**config.mk**
```make
export PLATFORM = sky130hd
export DESIGN_NAME = ti_kbd_matrix
export DESIGN_NICKNAME = d
export VERILOG_FILES = /design/src/rtl/ti_kbd_matrix.sv
export SDC_FILE = /design/constraint.sdc
export NUM_CORES = 1
export LEC_CHECK = 0
export CORE_UTILIZATION = 64
export CTS_CLUSTER_DIAMETER = 200
export CTS_CLUSTER_SIZE = 24
export DETAILED_ROUTE_END_ITERATION = 16
export PLACE_DENSITY = 0.92
export SYNTH_ARGS = -nofsm -noshare
export SYNTH_HDL_FRONTEND = slang
export SYNTH_SLANG_ARGS = --single-unit
export TNS_END_PERCENT = 30
```
**constraint.sdc**
```tcl
create_clock -name clk_i -period 14.7 [get_ports clk_i]
set_clock_uncertainty 0.05 [all_clocks]
set_input_delay 2.205 -clock clk_i [delete_from_list [all_inputs] [get_ports clk_i]]
set_output_delay 2.205 -clock clk_i [all_outputs]
set_load 0.05 [all_outputs]
```
**src/rtl/ti_kbd_matrix.sv**
```systemverilog
// PS/2 key events to TI-99/4A 8x8 keyboard matrix with alpha-lock and a timed
// FCTN-first sequencer for composed keys. Define TI_KBD_ARROW_FCTN_EN to map arrows to FCTN+E/X/S/D.
module ti_kbd_matrix #(
  parameter int SETTLE_CYC = 85000,
  parameter int FIFO_DEPTH = 4
) (
  input  logic        clk_i,
  input  logic        reset_n_i,
  input  logic [10:0] ps2_key_i,
  input  logic [8:0]  sel_n_i,
  output logic [7:0]  keys_n_o,
  output logic        alpha_lock_o,
  output logic        overflow_o,
  output logic        busy_o
);

  localparam int         PW       = $clog2(FIFO_DEPTH);
  localparam int         CW       = $clog2(SETTLE_CYC + 1);
  localparam logic [5:0] FCTN_IDX = 6'd39;

  typedef enum logic [2:0] {S_IDLE, S_MOD_ON, S_KEY_ON, S_HOLD, S_KEY_OFF, S_MOD_OFF} state_t;
  typedef enum logic [1:0] {K_NONE, K_DIRECT, K_COMPOSED, K_CAPS} kind_t;
  typedef struct packed {
    kind_t      kind;
    logic [5:0] idx;
  } look_t;

  function automatic look_t mk(kind_t k, int c, int b);
    mk.kind = k;
    mk.idx  = 6'(c * 8 + b);
  endfunction

  function automatic look_t lookup(logic ext, logic [7:0] code);
    lookup = mk(K_NONE, 0, 0);
    if (!ext) begin
      case (code)
        8'h2E: lookup = mk(K_DIRECT, 0, 0);   // 5
        8'h25: lookup = mk(K_DIRECT, 0, 1);   // 4
        8'h26: lookup = mk(K_DIRECT, 0, 2);   // 3
        8'h1E: lookup = mk(K_DIRECT, 0, 3);   // 2
        8'h36: lookup = mk(K_DIRECT, 0, 4);
        8'h3D: lookup = mk(K_DIRECT, 0, 5);
        8'h3E: lookup = mk(K_DIRECT, 0, 6);
        8'h55: lookup = mk(K_DIRECT, 0, 7);
        8'h2C: lookup = mk(K_DIRECT, 1, 0);
        8'h2D: lookup = mk(K_DIRECT, 1, 1);
        8'h15: lookup = mk(K_DIRECT, 1, 2);
        8'h1D: lookup = mk(K_DIRECT, 1, 3);
        8'h35: lookup = mk(K_DIRECT, 1, 4);
        8'h3C: lookup = mk(K_DIRECT, 1, 5);
        8'h43: lookup = mk(K_DIRECT, 1, 6);
        8'h29: lookup = mk(K_DIRECT, 1, 7);   // Space
        8'h34: lookup = mk(K_DIRECT, 2, 0);
        8'h2B: lookup = mk(K_DIRECT, 2, 1);
        8'h33: lookup = mk(K_DIRECT, 2, 2);
        8'h3B: lookup = mk(K_DIRECT, 2, 3);
        8'h42: lookup = mk(K_DIRECT, 2, 4);
        8'h4B: lookup = mk(K_DIRECT, 2, 5);
        8'h4C: lookup = mk(K_DIRECT, 2, 6);
        8'h5A: lookup = mk(K_DIRECT, 2, 7);   // Enter
        8'h32: lookup = mk(K_DIRECT, 3, 0);
        8'h2A: lookup = mk(K_DIRECT, 3, 1);
        8'h21: lookup = mk(K_DIRECT, 3, 2);
        8'h31: lookup = mk(K_DIRECT, 3, 3);
        8'h3A: lookup = mk(K_DIRECT, 3, 4);
        8'h41: lookup = mk(K_DIRECT, 3, 5);
        8'h49: lookup = mk(K_DIRECT, 3, 6);
        8'h4A: lookup = mk(K_DIRECT, 3, 7);
        8'h46: lookup = mk(K_DIRECT, 4, 0);
        8'h45: lookup = mk(K_DIRECT, 4, 1);
        8'h16: lookup = mk(K_DIRECT, 4, 2);   // 1
        8'h11: lookup = mk(K_DIRECT, 4, 7);   // FCTN (LAlt)
        8'h1C: lookup = mk(K_DIRECT, 5, 2);   // A
        8'h23: lookup = mk(K_DIRECT, 5, 5);   // D
        8'h1B: lookup = mk(K_DIRECT, 5, 6);   // S
        8'h12, 8'h59: lookup = mk(K_DIRECT, 5, 7);
        8'h44: lookup = mk(K_DIRECT, 6, 0);
        8'h4D: lookup = mk(K_DIRECT, 6, 1);
        8'h24: lookup = mk(K_DIRECT, 6, 5);   // E
        8'h14: lookup = mk(K_DIRECT, 6, 7);   // CTRL (LCtrl)
        8'h1A: lookup = mk(K_DIRECT, 7, 0);
        8'h22: lookup = mk(K_DIRECT, 7, 6);   // X
        8'h66: lookup = mk(K_COMPOSED, 5, 6); // Backspace -> FCTN+S
        8'h58: lookup = mk(K_CAPS, 0, 0);
        default: ;
      endcase
    end
`ifdef TI_KBD_ARROW_FCTN_EN
    else begin
      case (code)
        8'h75: lookup = mk(K_COMPOSED, 6, 5);
        8'h72: lookup = mk(K_COMPOSED, 7, 6);
        8'h6B: lookup = mk(K_COMPOSED, 5, 6);
        8'h74: lookup = mk(K_COMPOSED, 5, 5);
        default: ;
      endcase
    end
`endif
  endfunction

  logic [9:0]    r_fifo [FIFO_DEPTH];
  logic [PW:0]   r_wr_ptr, r_rd_ptr;
  logic          r_toggle, r_armed;
  logic          r_overflow, r_alpha, r_vmod;
  logic [63:0]   r_matrix;
  logic [7:0]    r_keys_n;
  logic [CW-1:0] r_cnt;
  logic [5:0]    r_base_idx;
  logic [8:0]    r_comp_key;
  state_t        r_state;

  state_t     w_state_nx;
  logic       w_event, w_full, w_empty, w_push, w_pop;
  logic [9:0] w_head;
  look_t      w_look;
  logic       w_wr_en, w_wr_val, w_caps_tgl, w_comp_load, w_vmod_nx, w_cnt_clr, w_settled;
  logic [5:0] w_wr_idx;
  logic [63:0] w_eff;
  logic [7:0] w_keys;

  // Toggle compare is gated until the first post-reset clock has sampled the input.
  assign w_event = r_armed & (ps2_key_i[10] ^ r_toggle);
  assign w_empty = (r_wr_ptr == r_rd_ptr);
  assign w_full  = ((r_wr_ptr ^ r_rd_ptr) == {1'b1, {PW{1'b0}}});
  assign w_push  = w_event & (~w_full | w_pop);
  assign w_head  = r_fifo[r_rd_ptr[PW-1:0]];
  assign w_look  = lookup(w_head[8], w_head[7:0]);
  assign w_settled = (r_cnt == CW'(SETTLE_CYC - 1));

  // NOTE: every always_comb output gets a default first so no path can infer a latch.
  always_comb begin
    w_state_nx  = r_state;
    w_pop       = 1'b0;
    w_wr_en     = 1'b0;
    w_wr_idx    = w_look.idx;
    w_wr_val    = w_head[9];
    w_caps_tgl  = 1'b0;
    w_comp_load = 1'b0;
    w_vmod_nx   = r_vmod;
    w_cnt_clr   = 1'b0;
    case (r_state)
      S_IDLE, S_HOLD: begin
        if (!w_empty) begin
          case (w_look.kind)
            K_DIRECT: begin w_pop = 1'b1; w_wr_en = 1'b1; end
            K_CAPS:   begin w_pop = 1'b1; w_caps_tgl = w_head[9]; end
            K_COMPOSED: begin
              if (r_state == S_IDLE) begin
                w_pop = 1'b1;
                if (w_head[9]) begin
                  w_comp_load = 1'b1;
                  w_vmod_nx   = 1'b1;
                  w_cnt_clr   = 1'b1;
                  w_state_nx  = S_MOD_ON;
                end
              end else if (w_head[8:0] == r_comp_key) begin
                // Typematic repeats of the held key are swallowed; its release starts teardown.
                w_pop = 1'b1;
                if (!w_head[9]) begin
                  w_wr_en    = 1'b1;
                  w_wr_idx   = r_base_idx;
                  w_wr_val   = 1'b0;
                  w_cnt_clr  = 1'b1;
                  w_state_nx = S_KEY_OFF;
                end
              end else if (!w_head[9]) begin
                w_pop = 1'b1;
              end
            end
            default: w_pop = 1'b1;
          endcase
        end
      end
      S_MOD_ON: if (w_settled) begin
        w_wr_en    = 1'b1;
        w_wr_idx   = r_base_idx;
        w_wr_val   = 1'b1;
        w_state_nx = S_KEY_ON;
      end
      S_KEY_ON: w_state_nx = S_HOLD;
      S_KEY_OFF: if (w_settled) begin
        w_vmod_nx  = 1'b0;
        w_state_nx = S_MOD_OFF;
      end
      S_MOD_OFF: w_state_nx = S_IDLE;
      default:   w_state_nx = S_IDLE;
    endcase
  end

  // NOTE: FIFO storage has no reset; the pointers alone define which entries are valid.
  always_ff @(posedge clk_i) begin
    if (w_push) r_fifo[r_wr_ptr[PW-1:0]] <= ps2_key_i[9:0];
  end

  always_ff @(posedge clk_i or negedge reset_n_i) begin
    if (!reset_n_i) begin
      r_wr_ptr   <= '0;
      r_rd_ptr   <= '0;
      r_toggle   <= 1'b0;
      r_armed    <= 1'b0;
      r_overflow <= 1'b0;
      r_alpha    <= 1'b0;
      r_vmod     <= 1'b0;
      r_matrix   <= '0;
      r_keys_n   <= 8'hFF;
      r_cnt      <= '0;
      r_base_idx <= '0;
      r_comp_key <= '0;
      r_state    <= S_IDLE;
    end else begin
      r_toggle <= ps2_key_i[10];
      r_armed  <= 1'b1;
      if (w_push) r_wr_ptr <= r_wr_ptr + 1'b1;
      if (w_pop)  r_rd_ptr <= r_rd_ptr + 1'b1;
      if (w_event && w_full && !w_pop) r_overflow <= 1'b1;
      if (w_caps_tgl) r_alpha <= ~r_alpha;
      if (w_wr_en) r_matrix[w_wr_idx] <= w_wr_val;
      if (w_comp_load) begin
        r_base_idx <= w_look.idx;
        r_comp_key <= w_head[8:0];
      end
      if (w_cnt_clr) r_cnt <= '0;
      else if (r_state == S_MOD_ON || r_state == S_KEY_OFF) r_cnt <= r_cnt + CW'(1);
      r_vmod   <= w_vmod_nx;
      r_state  <= w_state_nx;
      r_keys_n <= ~w_keys;
    end
  end

  // Virtual FCTN is ORed in, so a physical FCTN release during HOLD keeps it asserted.
  assign w_eff = r_matrix | ({63'd0, r_vmod} << FCTN_IDX);

  always_comb begin
    w_keys = '0;
    for (int c = 0; c < 8; c++) w_keys = w_keys | (w_eff[c*8 +: 8] & {8{~sel_n_i[c]}});
    w_keys[4] = w_keys[4] | (r_alpha & ~sel_n_i[8]);
  end

  assign keys_n_o     = r_keys_n;
  assign alpha_lock_o = r_alpha;
  assign overflow_o   = r_overflow;
  assign busy_o       = (r_state != S_IDLE) && (r_state != S_HOLD);

endmodule
```
* Yosys cells after proc, flatten, opt, wreduce, memory -nomap -nowiden
Memory sizes are Yosys's and may differ from the RTL's.
Index checks and enable logic that the tools add are counted.
** Cells by class
- $add $sub $neg :: 3
- $lt $le $gt $ge :: 2
- Equality and inequality tests :: 70
- Multiplexer cells :: 61
- Bitwise logic cells :: 35
- Reduce and logical (&&, ||, !) cells :: 14
** Operators by type and width (count)
- $pmux 8 s48 :: 1
- $eq 8x6->1 const B :: 23
- $eq 8x7->1 const B :: 16
- $eq 8x5->1 const B :: 10
- $and 8x8->8 :: 8
- $bwmux 64 :: 1
- $or 64x40->64 :: 1
- $or 8x8->8 :: 7
- $mux 6 :: 6
- $mux 1 :: 35
- $mux 17 :: 2
- $mux 3 :: 8
- $add 17x1->17 const B :: 1
- $eq 17x17->1 const B :: 1
- $pmux 3 s4 :: 1
- $pmux 6 s2 :: 1
- $not 1->1 :: 11
- $ne 2x2->1 const B :: 5
- $eq 9x9->1 :: 1
- $ne 3x3->1 const B :: 3
- $mux 8 :: 1
- $not 8->8 :: 1
- $pmux 1 s2 :: 4
- $lt 6x7->1 const B :: 1
- other kinds (24) :: 36
** Word-level totals
- Flip-flop bits (word level) :: 118
- RAM bits :: 40
- Input port bits :: 22
- Output and inout bits :: 11
- Word-level logic and storage cells :: 199
- Memories :: 1
** Memories
- r_fifo :: depth 4, width 10, rd ports 1, clocked after Yosys merged registers in 0, write ports 1, RTL line 101 : logic [9:0] r_fifo [FIFO_DEPTH];

* Logic depth before layout (Yosys ltp)
Gate-level depths: netlist of the first run.
An unclocked memory read counts as a cell.
- Depth in word-level cells :: 16
- Gate-level depth with buffers :: 26
- Mapped depth without buffers :: 19

* Least setup slack after synthesis of the first run
OpenSTA, ideal clock, no wires.
- Kind :: register to register
- Start :: reg r_rd_ptr[0]
- End :: reg r_matrix[49]
- Setup time :: 0.125 ns
- Arrival time :: 5.009 ns
- Data required time :: 14.525 ns
- Setup slack :: 9.516 ns
- Cell stages (with the launch flop) :: 26
- Path buffers :: 6
- Period minus slack after synthesis :: 5.184 ns
- Path through :: dfrtp_1 > buf_6 > mux4_2 > buf_2 > buf_4 > buf_6 > xnor2_1 > o22a_1 > o31ai_1 > nand3_1 > nand3_1 > inv_1 > a41oi_1 > inv_1 > ha_1 > o21a_1 > nand3b_1 > nor4_1 > or2_2 > clkbuf_2 > nor2_1 > a22oi_1 > buf_2 > nor3_1 > nor2b_1 > mux2_2
** On the way
- Longest elaborated chain between the ends :: 16
- Elaborated cells on any way between the ends :: 83
- Those cells by class :: 2 x order compare; 53 x eq/ne; 25 x mux; 2 x reduce/logical; 1 x memory
** Ends and longest elaborated chain
- start, declared :: RTL line 102 : logic [PW:0] r_wr_ptr, r_rd_ptr;
- start signal, assigned :: RTL line 214 : if (w_pop) r_rd_ptr <= r_rd_ptr + 1'b1;
- $mem_v2 4x10
- $eq 8x5->1 or $eq 8x7->1 (tied branches) :: RTL line 36 : case (code)
- $reduce_or 2->1 :: RTL line 36
- $pmux 8 s48 :: RTL line 36
- $mux 8 :: RTL line 35 : if (!ext) begin
- $mux 6 :: RTL line 159 : if (!w_head[9]) begin
- $mux 6 :: RTL line 156 : end else if (w_head[8:0] == r_comp_key) begin
- $mux 6 :: RTL line 148 : if (r_state == S_IDLE) begin
- $mux 6 :: RTL line 144 : case (w_look.kind)
- $mux 6 :: RTL line 143 : if (!w_empty) begin
- $pmux 6 s2 :: RTL line 141 : case (r_state)
- $lt 6x7->1 (not written as such) or $ge 6x1->1 (tied branches) :: RTL line 217 : if (w_wr_en) r_matrix[w_wr_idx] <= w_wr_val;
- $logic_and 1x1->1 (not written as such) :: RTL line 217
- $mux 1 (not written as such) :: RTL line 217
- $demux 1 s6 :: RTL line 217
- $bwmux 64 :: RTL line 217
- end signal, assigned by index :: RTL line 217
- end, declared :: RTL line 105 : logic [63:0] r_matrix;
Parallel ways exist; a longest one is shown, timed or not.
A chain may end at the register's enable or synchronous reset.

* Worst setup path in the final report of the first run
- Start :: reg r_rd_ptr[0]
- End :: reg r_matrix[20]
Same word-level chain as after synthesis.

==> results_dict.tcl, run 1 <==
set metrics [dict create \
    wl_per_cell_um 21.3 \
    yosys-top-cells-count "110 x dfrtp_1, 59 x mux2_2, 59 x nand2_1" \
    drc 0 \
    die_w_um 117 \
    synth_nets 790 \
    post-cts-setup-buffer-count 0 \
    ant_nets 0 \
    grt_pass1_vias 6378 \
    swShare_pct 41.2 \
    postLayoutSetupSlackWorst_ns 7.69 \
    grt.met3_usage_pct 6.23 \
    die_area_um2 13800 \
    drt-initial-drc-count 641 \
    grt_max_degree 65 \
    grt-ovfl-total 0 \
    diodes 0 \
    cp.required_ns 14.98 \
    num_io_pins 33 \
    multi_input_area_um2 3990 \
    synth.avg_cell_area_um2 11.2 \
    drt_wl_total_um 20100 \
    synth_top_area_share_pct 32.3 \
    port_buffers 32 \
    cap_violations 0 \
    slew_violations 0 \
    syn2layout_area_growth_pct 10.1 \
    initial_core_util_pct 66.6 \
    powerDensity_nw_per_um2 169 \
    max_slew_margin_pct 17.7 \
    path_class "reg2reg" \
    viasPerCell 6.82 \
    critPathArrivalTime_ns 7.29 \
    cp_max_fo 33 \
    start_kind "register" \
    antenna_found_initial 0 \
    synthTopCellsByArea "dfrtp_1 32%, edfxtp_1 14%, mux2_2 7.8%, mux4_2 2.6%, nand2_1 2.6%" \
    cts_hold_buf 0 \
    synth_area_leader_cell "dfrtp_1" \
    ctsResizeCount 0 \
    cpPeakStageDelay_ns 0.96 \
    core-area_um2 12800 \
    yosysUniqueCellTypes 82 \
    top_usage_layer "met2" \
    ys.flop_type "dfrtp_1" \
    ff_latch_area_um2 4160 \
    worst_pin_slew_ns 1.23 \
    crit_slowest_cell "nor3b_1" \
    hold_viol_final 0 \
    clk_latency_ns 0.44 \
    synth-async-reset-ratio_pct 74.7 \
    reg2reg_depth 19 \
    p_switching_uw 652 \
    syn_area_um2 8510 \
    cts_root_buf "clkbuf_16" \
    period_needed_ns 7.01 \
    synth_enable_flop_cells 40 \
    path_clk_slew_ns 0.07 \
    grt_use_total_pct 30.4 \
    grt_use_met2_pct 50.0 \
    fillers 819 \
    combPwrFrac_pct 39.7 \
    die_h_um 117 \
    routabilityCongestion 0.916 \
    p_leak_uw 0.00375 \
    place_inst 916 \
    ir_drop_v 0.000150 \
    hold_path.class "reg2reg" \
    setup_viol 0 \
    ys_ff_latch 158 \
    dpl.hpwl_um 12500 \
    rows 41 \
    layout-drive-gt1-share_pct 18.9 \
    instances_no_fill 948 \
    setup_tns_ns 0 \
    final_nets 794 \
    cell_internal_pwr_uw 932 \
    p_clk_share_pct 26.7 \
    seqPwrFrac_pct 33.7 \
    synth_cells 759 \
    grt_pass1_wl_um 32900 \
    path_cells "mux4_2, and4bb_2, o21a_1, a31o_1, a311oi_1, nand3_1, inv_1, a41oi_1, inv_1, ha_1, o21a_1, nand3b_1, nor4_1, or2_2, nor2_1, a22oi_1, nor3b_1, nor2b_1, mux2_2" \
    cts_max_level 4 \
    vias 6465 \
    pre_cts_ws_ns 8.00 \
    rsz0062_at_grt "false" \
    post-route-period-util_pct 47.7 \
    yosys_warnings 0 \
    seq_area_frac_synth_pct 48.9 \
    hold_depth 1 \
    dr.pass1.iters 6 \
    clock_sinks 158 \
    cts_tree "done" \
    numCtsBuffers 17 \
    yosys.cell_count.top_type "dfrtp_1" \
    timing.fmax_mhz 143 \
    status "complete, no violations" \
    cp-end-kind "register" \
    grt_use_met1_pct 38.7 \
    cts_buffer_depth 2 \
]
## worst max-delay path: cells and delay by family (launching register included)
kind	cells	cell delay (ns)
buffers and inverters	2	0.19
DFF	1	0.83
and+or+nand+nor	8	2.64
adders and majority gates	1	0.22
muxes	2	1.24
AOI/OAI and AO/OA	6	1.72
## power groups by stage
stage	clock network (µW)	logic, µW	registers (µW)
after floorplan	0	501	534
after global placement	0	584	536
after detailed placement	0	605	540
after CTS	427	618	533
after global routing	442	677	539
final	423	628	533
## cell usage in the layout, fill, tap and decap left out, drive strengths merged, types with 10 or more instances in the layout
| master | Yosys | routed |
|---|---|---|
| mux2 | 65 | 65 |
| nor2 | 31 | 31 |
| clkbuf | 17 | 17 |
| nand4 | 16 | 16 |
| o21ai | 16 | 16 |
| clkdlybuf4s50 | 0 | 31 |
| xor2 | 17 | 17 |
| inv | 25 | 35 |
| edfxtp | 40 | 40 |
| dfrtp | 110 | 110 |
| mux4 | 10 | 10 |
| xnor2 | 22 | 22 |
| nand2 | 59 | 59 |
| nor3 | 10 | 10 |
| a21oi | 20 | 20 |
| nor2b | 26 | 26 |
| a22oi | 28 | 28 |
| nand3 | 39 | 39 |
## final timing paths
| check | startpoint | to | slack (ns) |
|---|---|---|---|
| worst max-delay path | r_rd_ptr[0]$_DFFE_PN0P_ | r_matrix[20]$_DFFE_PN0P_ | 7.69 |
| worst min-delay path | overflow_o$_DFFE_PN0P_ | overflow_o$_DFFE_PN0P_ | 0.43 |
| worst max register to register | r_rd_ptr[0]$_DFFE_PN0P_ | r_matrix[20]$_DFFE_PN0P_ | 7.69 |
| worst min register to register | overflow_o$_DFFE_PN0P_ | overflow_o$_DFFE_PN0P_ | 0.43 |
| max in group asynchronous | reset_n_i | r_vmod$_DFFE_PN0P_ | 11.60 |
| min in group asynchronous | reset_n_i | r_matrix[20]$_DFFE_PN0P_ | 1.76 |
## sequential cells by signal (all words and copies together) (netlist names), 3 cells and up
| name | count |
|---|---|
| keys_n_o | 8 |
| r_base_idx | 6 |
| r_cnt | 17 |
| r_comp_key | 9 |
| r_fifo | 40 |
| r_matrix | 64 |
| r_rd_ptr | 3 |
| r_state | 3 |
| r_wr_ptr | 3 |
## per-layer routing
layer | vias to the layer above | wire [µm]
li1 | 2832 | -
met1 | 3230 | 7890
met2 | 339 | 10200
met3 | 64 | 1490
met4 | 0 | 613
met5 | - | 0
## through the flow
stage / power [µW] / hold slack [ns] / cell area [µm²] / util (%)
5_1_grt: 1660 / 0.447 / 9370 / 73.4
6_report: 1580 / 0.429 / 9370 / 73.4
2_1_floorplan: 1040 / 0.392 / 8510 / -
4_1_cts: 1580 / 0.433 / 9370 / 73.4
3_5_place_dp: 1150 / 0.411 / 8800 / 68.9
3_3_place_gp: 1120 / 0.409 / 8800 / 68.9
## layout make-up
class | count | share of cell area, %
multi-input combinational | 526 | 42.6
clock inverter | 15 | 1.52
timing repair buffer | 34 | 3.55
sequential | 158 | 44.4
inverter | 26 | 1.04
clock buffer | 17 | 4.54
tap | 172 | 2.30
## kinds of logic (layout without fill, tap and decap cells)
group                    Yosys count  in the layout  synth area share, %
AND/OR/NAND/NOR                  264            264                 18.3
flip-flops                       158            158                 48.9
AO/OA/AOI/OAI                    131            131                 11.2
multiplexers                      81             81                 12.0
buffers and inverters             75             92                 4.16
XOR/XNOR                          39             39                 4.01
adder cells (fa/ha/maj)           10             10                 1.44
other                              1              1               0.0441
No activity file was read; power rests on OpenSTA's default activity.
==> inputs of run 2 (changes only) <==
- CORE_UTILIZATION: 64 -> 56
- PLACE_DENSITY: 0.92 -> 0.86
- clock period: 14.7 -> 6.1 ns (I/O delays scaled with it)
==> results_dict.tcl, run 2 (synthesis gave the netlist of run 1 again) <==
set metrics [dict create \
    status "finished, violations left" \
    violations "DRC" \
    slew_violations 0 \
    place_area_um2 9010 \
    die_h_um 125 \
    syn2layout_area_growth_pct 13.7 \
    cts_root_buf "clkbuf_16" \
    wl_per_cell_um 20.5 \
    drc 3 \
    layout_commonest_cell "dfrtp_1" \
    layout-drive-gt1-share_pct 22.6 \
    start_kind "register" \
    largest-register "r_matrix" \
    largest_reg_flops 64 \
    numCtsBuffers 17 \
    period_needed_ns 5.79 \
    hold_path.class "reg2reg" \
    fillers 1037 \
    port_buffers 32 \
    ant_nets 0 \
    path_clk_slew_ns 0.07 \
    setup_tns_ns 0 \
    grt_pass1_wl_um 32800 \
    antenna_found_initial 0 \
    dr.pass1.iters 11 \
    die_area_um2 15700 \
    timing.critical_path.buf_inv 5 \
    routabilityCongestion 0.913 \
    grt_use_total_pct 26.8 \
    initial_core_util_pct 57.9 \
    viasPerCell 6.50 \
    die_w_um 125 \
    cp_max_fo 13 \
    cts_tree "done" \
    drt_wl_total_um 20300 \
    cpPeakStageDelay_ns 0.70 \
    timing.fmax_mhz 173 \
    crit_slowest_cell "mux4_2" \
    hold_viol_final 0 \
    setup_viol 0 \
    grt_max_degree 69 \
    critPathArrivalTime_ns 6.06 \
    p_leak_uw 0.00392 \
    dpl.hpwl_um 13300 \
    final_nets 824 \
    path_cells "buf_4, mux4_2, buf_4, nor2b_1, mux2i_1, o32ai_1, a311oi_1, nand3_1, inv_1, a41oi_1, inv_1, ha_1, o21a_1, nand3b_1, nor4_2, or2_2, nor2_1, a22oi_2, buf_4, nor3_1, nand3_1, mux2_2" \
    worst_pin_slew_ns 1.21 \
    max_slew_margin_pct 18.8 \
    core-area_um2 14700 \
    ir_drop_v 0.000287 \
    cap_violations 0 \
    cp.required_ns 6.37 \
    final_cell_mix "108 x dfrtp_1, 59 x nand2_1, 59 x mux2_2" \
    cts_max_level 4 \
    num_io_pins 33 \
    vias 6432 \
    postLayoutSetupSlackWorst_ns 0.310 \
    clk_latency_ns 0.43 \
    crit_family "simple AND/OR/NAND/NOR gates" \
    design_area_um2 9680 \
    post-route-period-util_pct 94.9 \
    grt_pass1_vias 6520 \
    rows 44 \
    grt-ovfl-total 0 \
    cp-end-kind "register" \
    diodes 0 \
    cts_hold_buf 0 \
    drt-initial-drc-count 760 \
    path_class "reg2reg" \
    pre_cts_ws_ns 0.211 \
    post-route-util_pct 65.8 \
    cts_buffer_depth 2 \
    clock_sinks 158 \
    powerDensity_nw_per_um2 420 \
    crit_path_frequent_cell "buf_4" \
]
==> run 2: stage by stage <==
stage | total power [µW] | hold slack (ns) | instances
2_1_floorplan | 2490 | 0.392 | 759
3_3_place_gp | 2860 | 0.410 | 952
3_5_place_dp | 2900 | 0.423 | 952
4_1_cts | 4000 | 0.437 | 984
5_1_grt | 4240 | 0.462 | 990
6_report | 4060 | 0.434 | 990
==> run 2: layout make-up <==
class | instances | area [µm²] | share of cell area [%]
sequential | 158 | 4170 | 43.0
clock inverter | 15 | 179 | 1.85
tap | 184 | 230 | 2.38
multi-input combinational | 526 | 4010 | 41.4
clock buffer | 17 | 425 | 4.40
inverter | 26 | 97.6 | 1.01
timing repair buffer | 64 | 571 | 5.89
==> run 2: repair_timing <==
item,4_1_cts,5_1_grt
setup endpoints to repair,0,63
resized for setup,0,5
hold endpoints to repair,0,0
setup buffers,0,6
==> run 2: worst paths after layout <==
kind / slack [ns] / cells after the start / startpoint / to
worst max-delay path: 0.31 / 22 / r_rd_ptr[0]$_DFFE_PN0P_ / r_matrix[61]$_DFFE_PN0P_
worst min-delay path: 0.43 / 2 / r_base_idx[1]$_DFFE_PN0P_ / r_base_idx[1]$_DFFE_PN0P_
worst max register to register: 0.31 / 22 / r_rd_ptr[0]$_DFFE_PN0P_ / r_matrix[61]$_DFFE_PN0P_
worst min register to register: 0.43 / 2 / r_base_idx[1]$_DFFE_PN0P_ / r_base_idx[1]$_DFFE_PN0P_
max in group asynchronous: 4.22 / 2 / reset_n_i / r_rd_ptr[1]$_DFFE_PN0P_
min in group asynchronous: 0.45 / 1 / reset_n_i / alpha_lock_o$_DFFE_PN0P_
==> run 2: power by group <==
part | switching, µW | internal [µW] | leakage [µW]
Combinational | 1070 | 634 | 0.00169
Sequential | 91.0 | 1190 | 0.00194
Clock | 468 | 617 | 0.000284
Total | 1620 | 2440 | 0.00392
==> run 2: per-layer routing <==
| layer | part of all wire (%) | track usage, % | vias to the layer above |
|---|---|---|---|
| met5 | 0 | 0 | - |
| met4 | 2.9 | 12.6 | 0 |
| met3 | 6.1 | 5.86 | 67 |
| met2 | 49 | 44.1 | 286 |
| met1 | 42 | 34.0 | 3197 |
| li1 | - | - | 2882 |
==> run 2: worst min-delay path: cells and delay by family (launching register included) <==
family	cells	cell delay (ns)
compound gates	1	0.06
flops	1	0.34
simple gates	1	0.05
==> inputs of run 3 (changes only) <==
- ABC_AREA: unset -> 1
- HOLD_SLACK_MARGIN: unset -> 0.03
==> results_dict.tcl, run 3 <==
set metrics [dict create \
    status "complete, no violations" \
    setup_viol 0 \
    path_clk_slew_ns 0.07 \
    ff_latch_area_um2 4160 \
    timing.critical_path.buf_inv 6 \
    ir_drop_v 0.000377 \
    fillers 1291 \
    crit_family "simple AND/OR/NAND/NOR gates" \
    clk_latency_ns 0.43 \
    yosys.cell_count.top_type "nand2_1" \
    ys.flop_type "dfrtp_1" \
    final_cell_mix "429 x nand2_1, 119 x nand3_1, 110 x dfrtp_1" \
    dpl.hpwl_um 14700 \
    syn_area_um2 9310 \
    yosys_warnings 0 \
    synth-async-reset-ratio_pct 74.7 \
    largest-register "r_matrix" \
    viasPerCell 5.70 \
    post-cts-setup-buffer-count 0 \
    critPathArrivalTime_ns 5.41 \
    p_leak_uw 0.00488 \
    crit_slowest_cell "buf_4" \
    start_kind "register" \
    crit_cells 25 \
    synth_compound_area_share_pct 5.19 \
    layout_commonest_cell "nand2_1" \
    clock_sinks 158 \
    setup_tns_ns 0 \
    ant_nets 0 \
    synth_fa_ha_area_share_pct 1.21 \
    cts_root_buf "clkbuf_16" \
    die_w_um 131 \
    timing.fmax_mhz 194 \
    slew_violations 0 \
    hold_path.class "reg2reg" \
    drc 0 \
    synthTopCellsByArea "dfrtp_1 30%, nand2_1 17%, edfxtp_1 13%, nand3_1 6.4%, nand4_1 5.1%" \
    cts_hold_buf 0 \
    die_h_um 131 \
    seq_area_frac_synth_pct 44.7 \
    cp-end-kind "register" \
    final_nets 1243 \
    grt_use_total_pct 27.3 \
    cap_violations 0 \
    cp_max_fo 126 \
    post-route-period-util_pct 84.3 \
    wl_per_cell_um 15.2 \
    hold_viol_final 0 \
    grt_pass1_wl_um 36300 \
    worst_pin_slew_ns 1.25 \
    synth_mux_area_share_pct 0 \
    cts_max_level 4 \
    max_slew_margin_pct 16.4 \
    synth_cells 1206 \
    path_class "reg2reg" \
    finalPower_uw 3810 \
    yosys-top-cells-count "430 x nand2_1, 119 x nand3_1, 110 x dfrtp_1" \
    cpPeakStageDelay_ns 0.87 \
    largest_reg_flops 64 \
    syn2layout_area_growth_pct 9.37 \
    layout-drive-gt1-share_pct 10.0 \
    synth.avg_cell_area_um2 7.72 \
    ys_ff_latch 158 \
    period_needed_ns 5.14 \
    diodes 0 \
    vias 8214 \
    synthSimpleGateAreaFrac_pct 40.3 \
    routabilityCongestion 0.927 \
    cp.required_ns 6.36 \
    synth_top_family_by_area "simple AND/OR/NAND/NOR gates" \
    drt-initial-drc-count 880 \
    rows 46 \
    synth_nets 1237 \
    grt_pass1_vias 7575 \
    initial_core_util_pct 58.0 \
    core-area_um2 16100 \
    dr.pass1.iters 5 \
    yosysUniqueCellTypes 47 \
    yosys.area_share.xor_xnor_pct 1.13 \
    ctsResizeCount 0 \
    rrSetupSlack_ns 0.96 \
    synth_area_leader_cell "dfrtp_1" \
    synth_top_area_share_pct 29.6 \
    powerDensity_nw_per_um2 375 \
    die_area_um2 17100 \
    instances_no_fill 1441 \
    grt_max_degree 127 \
    numCtsBuffers 17 \
    synth_enable_flop_cells 40 \
    cts_buffer_depth 2 \
    rsz0062_at_grt "false" \
    multi_input_area_um2 4460 \
    antenna_found_initial 0 \
    cts_tree "done" \
    reg2reg_depth 25 \
    drt_wl_total_um 21900 \
    port_buffers 32 \
    hold_depth 1 \
    place_inst 1409 \
    grt-ovfl-total 0 \
    num_io_pins 33 \
]
run 3: final timing paths:
path,from,endpoint
max,r_rd_ptr[0]$_DFFE_PN0P_,r_matrix[57]$_DFFE_PN0P_
min,r_matrix[54]$_DFFE_PN0P_,keys_n_o[6]$_DFF_PN1_
max reg2reg,r_rd_ptr[0]$_DFFE_PN0P_,r_matrix[57]$_DFFE_PN0P_
min reg2reg,r_matrix[54]$_DFFE_PN0P_,keys_n_o[6]$_DFF_PN1_
max in group asynchronous,reset_n_i,r_matrix[15]$_DFFE_PN0P_
min in group asynchronous,reset_n_i,r_comp_key[4]$_DFFE_PN0P_
run 3: layout make-up:
type	instances	area share (%)
Clock buffer	20	4.58
Clock inverter	12	0.946
Inverter	101	3.79
Multi-Input combinational cell	899	43.8
Sequential cell	158	40.9
Tap cell	216	2.65
Timing Repair Buffer	35	3.34
run 3: stage by stage:
stage / hold slack (ns) / worst slack [ns] / utilization, % / area (µm²)
floorplan: 0.345 / 2.49 / - / 9310
global placement: 0.377 / 1.24 / 59.9 / 9620
detailed placement: 0.369 / 1.12 / 59.9 / 9620
CTS: 0.400 / 1.05 / 63.4 / 10200
global route: 0.418 / 0.428 / 63.4 / 10200
finish: 0.406 / 0.955 / 63.4 / 10200
run 3: worst reg2reg max path, delay by kind of cell (launching register included):
family	cells	cell delay [ns]
adder cells (fa/ha/maj)	1	0.19
flip-flops	1	0.82
buffers and inverters	6	1.51
AO/OA/AOI/OAI	1	0.10
AND/OR/NAND/NOR	17	2.34
run 3: cell families (layout without fill, tap and decap cells):
family	count (synthesis)	count (layout)
adder cells (fa/ha/maj)	9	9
XOR/XNOR	12	12
AO/OA/AOI/OAI	77	77
other	1	1
flip-flops	158	158
AND/OR/NAND/NOR	800	800
buffers and inverters	149	168
run 3: where the power goes:
group	internal, µW	switching (µW)
sequential	1180	94.8
combinational	377	1140
clock	562	463
run 3: metal layers:
metal	up-vias	routed length [µm]	track usage [%]
met1	3917	9670	37.0
met4	0	417	9.06
met5	-	0	0
met2	257	10500	44.0
li1	3999	-	-
met3	41	1300	5.42
